===== src/rtl/adc_pkg.sv =====
// adc_pkg: shared state encoding and frame geometry for the serial ADC sampler.
package adc_pkg;
    typedef enum logic [1:0] {IDLE, QUIET, SHIFT, DONE} adc_state_t;
    localparam int ADC_BITS   = 12;
    localparam int FRAME_BITS = 16;
    localparam int LEAD_ZEROS = 4;
endpackage


===== src/rtl/adc_spi_sampler_if.sv =====
// adc_spi_sampler_if: control, SPI pins and sample output of the ADC sampler.
interface adc_spi_sampler_if;
    logic               enable;
    logic               sdata;
    logic               sclk;
    logic               cs_n;
    logic signed [15:0] raw_adc_data;
    logic               data_valid;
    logic               busy;
    logic               frame_err;
    logic               overrun;
    modport master (
        input  enable, sdata,
        output sclk, cs_n, raw_adc_data, data_valid, busy, frame_err, overrun
    );
    modport slave (
        output enable, sdata,
        input  sclk, cs_n, raw_adc_data, data_valid, busy, frame_err, overrun
    );
endinterface


===== src/rtl/spi_clk_div.sv =====
// spi_clk_div: SCLK half-period timing; flags each half end and the sampling point.
module spi_clk_div #(
    parameter int CLK_DIV = 4
) (
    input  logic clk,
    input  logic reset,
    input  logic active_i,
    output logic sample_en_o,
    output logic toggle_o
);
    localparam int W = $clog2(CLK_DIV);
    logic [W-1:0] cnt_q;
    logic         high_q;
    assign toggle_o    = active_i && cnt_q == W'(CLK_DIV - 1);
    assign sample_en_o = toggle_o && !high_q;
    always_ff @(posedge clk) begin
        if (reset || !active_i) begin
            cnt_q  <= '0;
            high_q <= 1'b0;
        end else begin
            cnt_q  <= toggle_o ? '0 : cnt_q + 1'b1;
            high_q <= toggle_o ? !high_q : high_q;
        end
    end
endmodule


===== src/rtl/adc_spi_sampler.sv =====
// adc_spi_sampler: periodic AD7476-style SPI read, presenting each 12-bit code
// as a non-negative 16-bit word with a one-cycle valid strobe.
module adc_spi_sampler
    import adc_pkg::*;
#(
    parameter int CLK_DIV       = 4,
    parameter int SAMPLE_PERIOD = 1250,
    parameter int QUIET_CYCLES  = 8
) (
    input logic                clk,
    input logic                reset,
    adc_spi_sampler_if.master  bus
);
    localparam int TW = $clog2(SAMPLE_PERIOD);
    localparam int CW = $clog2(QUIET_CYCLES + FRAME_BITS + 1);

    generate
        if (CLK_DIV < 2 || QUIET_CYCLES < 1 ||
            SAMPLE_PERIOD <= 32 * CLK_DIV + QUIET_CYCLES + 2) begin : g_bad_params
            $error("adc_spi_sampler: invalid CLK_DIV/QUIET_CYCLES/SAMPLE_PERIOD");
        end
    endgenerate

    adc_state_t         state_q;
    logic [TW-1:0]      tmr_q;
    logic [CW-1:0]      cnt_q;
    logic [FRAME_BITS-1:0] shift_q;
    logic               sclk_q, cs_n_q, dv_q, busy_q, ferr_q, ovr_q;
    logic signed [15:0] raw_q;
    logic               trigger, sample_en, toggle, high_end;

    assign trigger  = bus.enable && tmr_q == TW'(SAMPLE_PERIOD - 1);
    assign high_end = toggle && !sample_en;

    spi_clk_div #(.CLK_DIV(CLK_DIV)) u_div (
        .clk        (clk),
        .reset      (reset),
        .active_i   (state_q == SHIFT),
        .sample_en_o(sample_en),
        .toggle_o   (toggle)
    );

    always_ff @(posedge clk) begin
        if (reset) tmr_q <= '0;
        else       tmr_q <= (tmr_q == TW'(SAMPLE_PERIOD - 1)) ? '0 : tmr_q + 1'b1;
    end

    always_ff @(posedge clk) begin
        if (reset) begin
            state_q <= IDLE;
            cnt_q   <= '0;
            shift_q <= '0;
            sclk_q  <= 1'b1;
            cs_n_q  <= 1'b1;
            raw_q   <= '0;
            dv_q    <= 1'b0;
            busy_q  <= 1'b0;
            ferr_q  <= 1'b0;
            ovr_q   <= 1'b0;
        end else begin
            dv_q <= 1'b0;
            if (trigger && busy_q) ovr_q <= 1'b1;
            case (state_q)
                IDLE: begin
                    if (trigger) begin
                        state_q <= QUIET;
                        busy_q  <= 1'b1;
                        cnt_q   <= '0;
                    end
                end
                QUIET: begin
                    if (cnt_q == CW'(QUIET_CYCLES - 1)) begin
                        state_q <= SHIFT;
                        cs_n_q  <= 1'b0;
                        sclk_q  <= 1'b0;
                        cnt_q   <= '0;
                    end else begin
                        cnt_q <= cnt_q + 1'b1;
                    end
                end
                SHIFT: begin
                    if (sample_en) shift_q <= {shift_q[FRAME_BITS-2:0], bus.sdata};
                    // cnt_q counts completed bits; the last high half closes the frame
                    if (high_end && cnt_q == CW'(FRAME_BITS - 1)) begin
                        state_q <= DONE;
                        cs_n_q  <= 1'b1;
                        sclk_q  <= 1'b1;
                        raw_q   <= {{LEAD_ZEROS{1'b0}}, shift_q[ADC_BITS-1:0]};
                        ferr_q  <= |shift_q[FRAME_BITS-1:ADC_BITS];
                        dv_q    <= 1'b1;
                    end else begin
                        sclk_q <= toggle ? !sclk_q : sclk_q;
                        cnt_q  <= high_end ? cnt_q + 1'b1 : cnt_q;
                    end
                end
                DONE: begin
                    busy_q  <= 1'b0;
                    state_q <= IDLE;
                end
                default: state_q <= IDLE;
            endcase
        end
    end

    assign bus.sclk         = sclk_q;
    assign bus.cs_n         = cs_n_q;
    assign bus.raw_adc_data = raw_q;
    assign bus.data_valid   = dv_q;
    assign bus.busy         = busy_q;
    assign bus.frame_err    = ferr_q;
    assign bus.overrun      = ovr_q;
endmodule


===== src/flat_wrapper.sv =====
// flat-port wrapper written by rule: the top's interface ports become plain ports
module adc_spi_sampler_flat import adc_pkg::*;
#(
    parameter int CLK_DIV       = 4,
    parameter int SAMPLE_PERIOD = 1250,
    parameter int QUIET_CYCLES  = 8
)
  (clk, reset, bus_enable, bus_sdata, bus_sclk, bus_cs_n, bus_raw_adc_data, bus_data_valid, bus_busy, bus_frame_err, bus_overrun);
  adc_spi_sampler_if bus_i ();
  input logic clk;
  input logic reset;
  input wire logic [$bits(bus_i.enable)-1:0] bus_enable;
  input wire logic [$bits(bus_i.sdata)-1:0] bus_sdata;
  output wire logic [$bits(bus_i.sclk)-1:0] bus_sclk;
  output wire logic [$bits(bus_i.cs_n)-1:0] bus_cs_n;
  output wire logic [$bits(bus_i.raw_adc_data)-1:0] bus_raw_adc_data;
  output wire logic [$bits(bus_i.data_valid)-1:0] bus_data_valid;
  output wire logic [$bits(bus_i.busy)-1:0] bus_busy;
  output wire logic [$bits(bus_i.frame_err)-1:0] bus_frame_err;
  output wire logic [$bits(bus_i.overrun)-1:0] bus_overrun;
  assign bus_i.enable = bus_enable;
  assign bus_i.sdata = bus_sdata;
  assign bus_sclk = bus_i.sclk;
  assign bus_cs_n = bus_i.cs_n;
  assign bus_raw_adc_data = bus_i.raw_adc_data;
  assign bus_data_valid = bus_i.data_valid;
  assign bus_busy = bus_i.busy;
  assign bus_frame_err = bus_i.frame_err;
  assign bus_overrun = bus_i.overrun;
  adc_spi_sampler #(.CLK_DIV(CLK_DIV), .SAMPLE_PERIOD(SAMPLE_PERIOD), .QUIET_CYCLES(QUIET_CYCLES)) u_core (.clk(clk), .reset(reset), .bus(bus_i));
endmodule

===== config.mk =====
export PLATFORM = sky130hd
export DESIGN_NAME = adc_spi_sampler_flat
export DESIGN_NICKNAME = d
export VERILOG_FILES = /design/src/rtl/adc_pkg.sv /design/src/rtl/adc_spi_sampler_if.sv /design/src/rtl/spi_clk_div.sv /design/src/rtl/adc_spi_sampler.sv /design/src/flat_wrapper.sv
export SDC_FILE = /design/constraint.sdc
export NUM_CORES = 1
export LEC_CHECK = 0
export BUFFER_PORTS_ARGS = -buffer_cell sky130_fd_sc_hd__clkbuf_2
export CAP_MARGIN = 20
export CORE_AREA = 5 5 74 76
export DETAILED_ROUTE_END_ITERATION = 7
export DIE_AREA = 0 0 79 81
export PLACE_DENSITY = 0.74
export SLEW_MARGIN = 25
export SYNTH_ARGS = -nofsm -noshare
export SYNTH_HDL_FRONTEND = slang
export SYNTH_HIERARCHICAL = 1
export SYNTH_SLANG_ARGS = --single-unit

===== constraint.sdc =====
create_clock -name clk -period 1.86 [get_ports clk]
set_clock_uncertainty 0.05 [all_clocks]
set_input_delay 0 -clock clk [delete_from_list [all_inputs] [get_ports clk]]
set_output_delay 0 -clock clk [all_outputs]
set_load 0.03 [all_outputs]

==> flow_summary.json, run 1 <==
{
  "status": "finished clean",
  "grt_pass1_vias": 1691,
  "async_flop_share": 0,
  "period_needed_ps": 1860,
  "p_clk_frac": 0.266,
  "nNetsFinal": 332,
  "antenna_left": 0,
  "slowest_delay_ps": 380,
  "placedCellCount": 361,
  "layout-drive-gt1-share": 0.245,
  "numCtsBuffers": 5,
  "crit_chain": "ha_4, and3_4, ha_4, or3b_4, a21oi_4, and2_4, mux2i_1",
  "synth_compound_area_frac": 0.140,
  "crit_path_frequent_cell": "ha_4",
  "cp-start-kind": "flip-flop",
  "p_int_mw": 1.73,
  "finalSetupViolCount": 0,
  "synth_adder_area_share": 0.0521,
  "period_share": 0.998,
  "synthXorXnorAreaFrac": 0.0401,
  "fin_area_um2": 2860,
  "n_antenna_cell": 0,
  "ios": 26,
  "die_area_um2": 6400,
  "placed_area_um2": 2710,
  "rows": 25,
  "yosysSeqAreaShare": 0.459,
  "cts_buffer_depth": 2,
  "slowest_stage": "or3b_4",
  "antenna_found_initial": 0,
  "seq_area_um2": 1110,
  "drt_pass1_iterations": 5,
  "synth_flop_cell": "dfxtp_1",
  "netlist_area_um2": 2400,
  "clk_latency_ps": 310,
  "drc_errors": 0,
  "fillCellCount": 416,
  "p_seq_frac": 0.515,
  "pwr-share-comb": 0.220,
  "power_density_nw_per_um2": 863,
  "grt_max_degree": 39,
  "grt-ovfl-total": 0,
  "rsz0062_at_grt": "true",
  "htreeDepth": 2,
  "cts-root-buf": "clkbuf_8",
  "syn_inst": 278,
  "crit_required_ps": 2050,
  "track_usage": 0.148,
  "die_h_um": 81,
  "core_area_um2": 4660,
  "path_clk_slew_ps": 100,
  "muxShareOfSynthArea": 0.00417,
  "synth_edf_count": 0,
  "avgSynthCellArea_um2": 8.64,
  "routed_via_density": 5.12,
  "synthDistinctLibCells": 49,
  "vias": 1909,
  "place_congestion": 0.874,
  "timing.fmax_mhz": 539,
  "setup_tns_ps": 0,
  "vdd_drop_max_uv": 603,
  "routed_wl_um": 4470,
  "synth-seq-cells": 55,
  "cts_tree": "yes",
  "drtIter0Drc": 89,
  "io_buffers": 21,
  "wire_per_inst_um": 12.0,
  "crit_type": "flip-flop to flip-flop",
  "switching_share": 0.301,
  "cp-end-kind": "flip-flop",
  "syn_to_final_growth_pct": 19.1,
  "grt_pass1_wl_um": 7620,
  "max-cap-violations": 0,
  "power.switching_mw": 0.743,
  "worstPathArrival_ps": 2050,
  "hold_violations": 0,
  "wl_met2_um": 2040,
  "multiInputGateArea_um2": 1250,
  "leakage_nw": 1.08,
  "die-width_um": 79,
  "instances_no_fill": 373,
  "routed.top_layer": "met4",
  "slew_violations": 0,
  "dpl.hpwl_um": 3190,
  "synth-simple-area-share": 0.253,
  "wl_met3_um": 153,
  "yosysWarnings": 6,
  "wirelength_met1_um": 2200,
  "cts.sinks": 55,
  "hp-class": "flip-flop to flip-flop",
  "synth_top_family_by_area": "simple AND/OR/NAND/NOR gates",
  "critPathMaxFanout": 5,
  "initial_core_util": 0.515
}
## cell type report
cell class	instances	share of cell area
Inverter	8	0.0105
Clock buffer	5	0.0241
Timing Repair Buffer	47	0.108
Clock inverter	3	0.00875
Multi-Input combinational cell	201	0.438
Sequential cell	55	0.387
Tap cell	54	0.0236
## routing by layer
metal,vias up,GRT usage
met5,-,0
met4,0,0.0687
li1,1006,-
met3,6,0.0344
met1,871,0.193
met2,26,0.235
## cell usage in the layout (no fill, tap or decap), drive strengths merged, types with 8 or more instances in the layout
cell type   n
clkbuf     26
nor2       18
buf        23
a21oi      37
dfxtp      55
ha         10
nand2      62
inv         8
## worst paths after layout
kind,slack [ps],depth (start not counted),endpoint,startpoint
min,360,1,u_core/u_div/cnt_q[0],u_core/u_div/cnt_q[0]
max,4,7,u_core/cnt_q[4],u_core/cnt_q[1]
max reg2reg,4,7,u_core/cnt_q[4],u_core/cnt_q[1]
min reg2reg,360,1,u_core/u_div/cnt_q[0],u_core/u_div/cnt_q[0]
## critical path, delay by kind of cell (launching register included)
family / cells / cell delay [ps]
mux: 1 / 160
fa+ha+maj: 2 / 310
compound gates: 1 / 180
flops: 1 / 340
simple gates: 3 / 750
## flip-flops by register name, summed over array words and instances (netlist names), 2 cells and up
register,cells
u_core/shift_q,16
u_core/bus.raw_adc_data,12
u_core/tmr_q,11
u_core/cnt_q,5
u_core/state_q,2
u_core/u_div/cnt_q,2
## synthesized netlist by cell type (2+ instances only)
cell	count	area, um2
xnor2_1	6	52.6
a21o_1	2	15.0
inv_1	8	30.0
nor3_1	3	15.0
and3_1	2	12.5
ha_1	10	125
nand4_1	5	31.3
clkbuf_1	7	26.3
nor4bb_1	2	20.0
buf_2	4	20.0
buf_4	4	30.0
o21bai_1	2	15.0
and2_1	4	25.0
xor2_1	5	43.8
nand3_1	6	30.0
o21ai_0	3	15.0
nor3b_1	2	15.0
dfxtp_1	55	1100
nand2b_1	5	31.3
nand2_1	62	233
a21oi_1	35	175
nor2_1	18	67.6
a21oi_2	2	17.5
## kinds of logic (layout without fill, tap and decap cells)
family,count (synthesis),in the layout
buffers and inverters,25,63
flip-flops,55,55
multiplexers,1,1
AO/OA/AOI/OAI,54,54
AND/OR/NAND/NOR,121,121
adder cells (fa/ha/maj),10,10
XOR/XNOR,11,11
other,1,4
## power by group through the flow
| stage | Sequential (mW) | Combinational (mW) | Clock [mW] |
|---|---|---|---|
| after floorplan | 1.36 | 0.337 | 0 |
| after global placement | 1.29 | 0.525 | 0 |
| after detailed placement | 1.30 | 0.535 | 0 |
| after CTS | 1.27 | 0.541 | 0.690 |
| after global routing | 1.28 | 0.593 | 0.749 |
| final | 1.27 | 0.543 | 0.656 |
## through the flow
| step | power, mW | setup slack [ps] | utilization | hold slack, ps |
|---|---|---|---|---|
| detailed placement | 1.83 | -19.4 | 0.581 | 187 |
| global placement | 1.82 | -2.59 | 0.581 | 183 |
| global route | 2.62 | -61.9 | 0.613 | 387 |
| floorplan | 1.69 | -17.6 | - | 86.0 |
| finish | 2.47 | 4.09 | 0.613 | 363 |
| CTS | 2.50 | -38.3 | 0.610 | 365 |
## repair_timing
item | 4_1_cts | 5_1_grt
pin swaps | 4 | 1
hold buffers | 3 | 0
resized for setup | 2 | 5
buffers inserted | 1 | 0
endpoints found under the hold margin | 3 | 0
setup endpoints to repair | 3 | 26
No activity file was read; power rests on OpenSTA's default activity.
==> run 2: changes to the inputs <==
ABC_AREA = 1   (was not set)
CORE_AREA = 5 5 75 77   (was 5 5 74 76)
DIE_AREA = 0 0 80 82   (was 0 0 79 81)
==> run 2 against run 1 <==
Compared with the run above: sequential share of layout area is 0.51 points higher; flip-flop and latch count stayed put; die area up 2.5%; register-to-register slack improved by 170 ps; core utilization is 4.1 points lower; area after synthesis is 3.0% higher; wire length is 2.6% higher; hold slack got worse by 280 ps; cell count increased by 13%; critical endpoint is now u_core/bus.raw_adc_data[2]; highest routed layer unchanged.
==> flow_summary.json, run 2 <==
{
  "yosysWarnings": 6,
  "final_util": 0.573,
  "wire_per_inst_um": 10.9,
  "final_common_cell": "nor2_1",
  "crit_required_ps": 2050,
  "nNetsFinal": 363,
  "setup_tns_ps": 0,
  "instances_no_fill": 420,
  "most-common-layout-cells": "nor2_1 (86), dfxtp_1 (51), nand2_1 (33), o21ai_0 (32), inv_1 (23)",
  "synth_edf_count": 0,
  "track_usage": 0.150,
  "netlist_top_cells_area": "dfxtp_1 (45%), nor2_1 (13%), o21ai_0 (6.5%), nand2_1 (5.2%), ha_1 (5.1%)",
  "power.switching_mw": 0.989,
  "routed_via_density": 4.83,
  "hold_path_depth": 4,
  "synthDistinctLibCells": 36,
  "grt_pass1_wl_um": 7870,
  "layout-drive-gt1-share": 0.206,
  "synthXorXnorAreaFrac": 0.0142,
  "core_area_um2": 4940,
  "synth_common_cells": "nor2_1 (87), dfxtp_1 (55), nand2_1 (34)",
  "multiInputGateArea_um2": 1220,
  "p_seq_frac": 0.457,
  "grt_max_degree": 35,
  "placed_area_um2": 2630,
  "yosysTopAreaCellShare": 0.445,
  "syn_to_final_growth_pct": 14.5,
  "placedCellCount": 408,
  "antenna_found_initial": 0,
  "async_flop_share": 0,
  "grt-ovfl-total": 0,
  "drt_pass1_iterations": 4,
  "switching_share": 0.333,
  "synth_adder_area_share": 0.0506,
  "max-cap-violations": 0,
  "hold_violations": 0,
  "status": "finished clean",
  "critPathMaxFanout": 8,
  "leakage_nw": 1.26,
  "vias": 2029,
  "hold_slack_ps": 83.0,
  "yosysSeqAreaShare": 0.445,
  "cts.sinks": 55,
  "io_buffers": 21,
  "period_share": 0.907,
  "dpl.hpwl_um": 3120,
  "ios": 26,
  "fillCellCount": 471,
  "hp-class": "primary input to flip-flop",
  "synth-seq-cells": 55,
  "p_clk_frac": 0.260,
  "finalSetupViolCount": 0,
  "yosysMostFrequentCell": "nor2_1",
  "cts-root-buf": "clkbuf_8",
  "numCtsBuffers": 5,
  "cp-end-kind": "flip-flop",
  "fin_area_um2": 2830,
  "clk_latency_ps": 300,
  "synth-simple-area-share": 0.300,
  "place_ws_ps": 120,
  "power_density_nw_per_um2": 1050,
  "grt_pass1_vias": 1865,
  "seq_area_um2": 1110,
  "muxShareOfSynthArea": 0,
  "cts_tree": "yes",
  "routed_wl_um": 4590,
  "vdd_drop_max_uv": 770,
  "n_antenna_cell": 0,
  "die-width_um": 80,
  "initial_core_util": 0.500,
  "rows": 26,
  "cts_buffer_depth": 2,
  "r2r_cells": 9,
  "synth_flop_cell": "dfxtp_1",
  "path_clk_slew_ps": 90,
  "drtIter0Drc": 87,
  "largest_register_ffs": 16,
  "top_register": "u_core/shift_q",
  "slew_violations": 0,
  "die_area_um2": 6560,
  "place_congestion": 0.814,
  "cp-start-kind": "flip-flop",
  "pwr-share-comb": 0.283,
  "period_needed_ps": 1690,
  "synth_top_family_by_area": "simple AND/OR/NAND/NOR gates",
  "htreeDepth": 2,
  "synth_compound_area_frac": 0.105,
  "die_h_um": 82,
  "layout_setup_ws_ps": 174,
  "avgSynthCellArea_um2": 7.71,
  "p_int_mw": 1.98,
  "crit_type": "flip-flop to flip-flop",
  "antenna_left": 0,
  "timing.fmax_mhz": 593,
  "power.total_mw": 2.97,
  "netlist_area_um2": 2470,
  "drc_errors": 0,
  "syn_inst": 321,
  "synth_top_area_cell": "dfxtp_1",
  "worstPathArrival_ps": 1870
}
==> run 2: cell types whose count changed in the layout (fill, tap and decap cells not counted), moves of 4 or more <==
cell,delta
o21ai_0,+29
inv_2,+4
xnor2_1,-5
nand2_1,-29
nor2_2,+4
nand2b_1,-5
buf_4,-17
a21oi_1,-26
nand2_2,+5
nor2_1,+68
inv_1,+16
nand3_1,+7
==> run 2: power groups by stage <==
stage	clock network [mW]	registers, mW	logic [mW]
detailed placement	0	1.36	0.779
finish	0.773	1.36	0.840
CTS	0.800	1.34	0.788
floorplan	0	1.40	0.607
global route	0.852	1.38	0.962
global placement	0	1.36	0.757
==> run 2: cell families (layout without fill, tap and decap cells) <==
logic type	Yosys count	after routing
other	1	4
and+or+nand+nor	160	161
buffers and inverters	43	68
xor gates and xnor gates	4	4
AOI/OAI and AO/OA	48	48
DFF	55	55
adders and majority gates	10	10
==> run 2: critical path, stage by stage, from the launching register on <==
cell     delay, ps
dfxtp_4        380
ha_4           120
nand2_1         60
nor2_1         120
ha_2           180
nand2_2         90
nor2_4         250
buf_6          170
o21ai_0         70
nor2_1         120
==> run 2: worst paths after layout <==
kind | startpoint | endpoint | slack [ps]
setup / recovery | u_core/cnt_q[1] | u_core/bus.raw_adc_data[2] | 170
hold reg to reg | u_core/u_div/cnt_q[0] | u_core/u_div/cnt_q[0] | 390
hold / removal | bus_enable | u_core/bus.overrun | 80
setup reg to reg | u_core/cnt_q[1] | u_core/bus.raw_adc_data[2] | 170
==> run 2: per-layer routing <==
layer | vias to the layer above | track usage | wire, um
li1 | 1066 | - | -
met5 | - | 0 | 0
met1 | 935 | 0.183 | 2100
met4 | 0 | 0.0507 | 27
met3 | 2 | 0.0274 | 152
met2 | 26 | 0.266 | 2310
==> run 2: area by class of cell <==
type,count,area share
well taps,70,0.0309
flip-flops and latches,55,0.392
repair buffers,31,0.0681
inverters,29,0.0393
multi-input cells,227,0.430
clock inverters,3,0.0155
clock buffers,5,0.0243
==> run 2: timing repair <==
item	in CTS	in global routing
hold endpoints to repair	4	0
setup endpoints to repair	0	21
gates resized for setup	0	17
buffers inserted	0	1
hold buffers	2	0
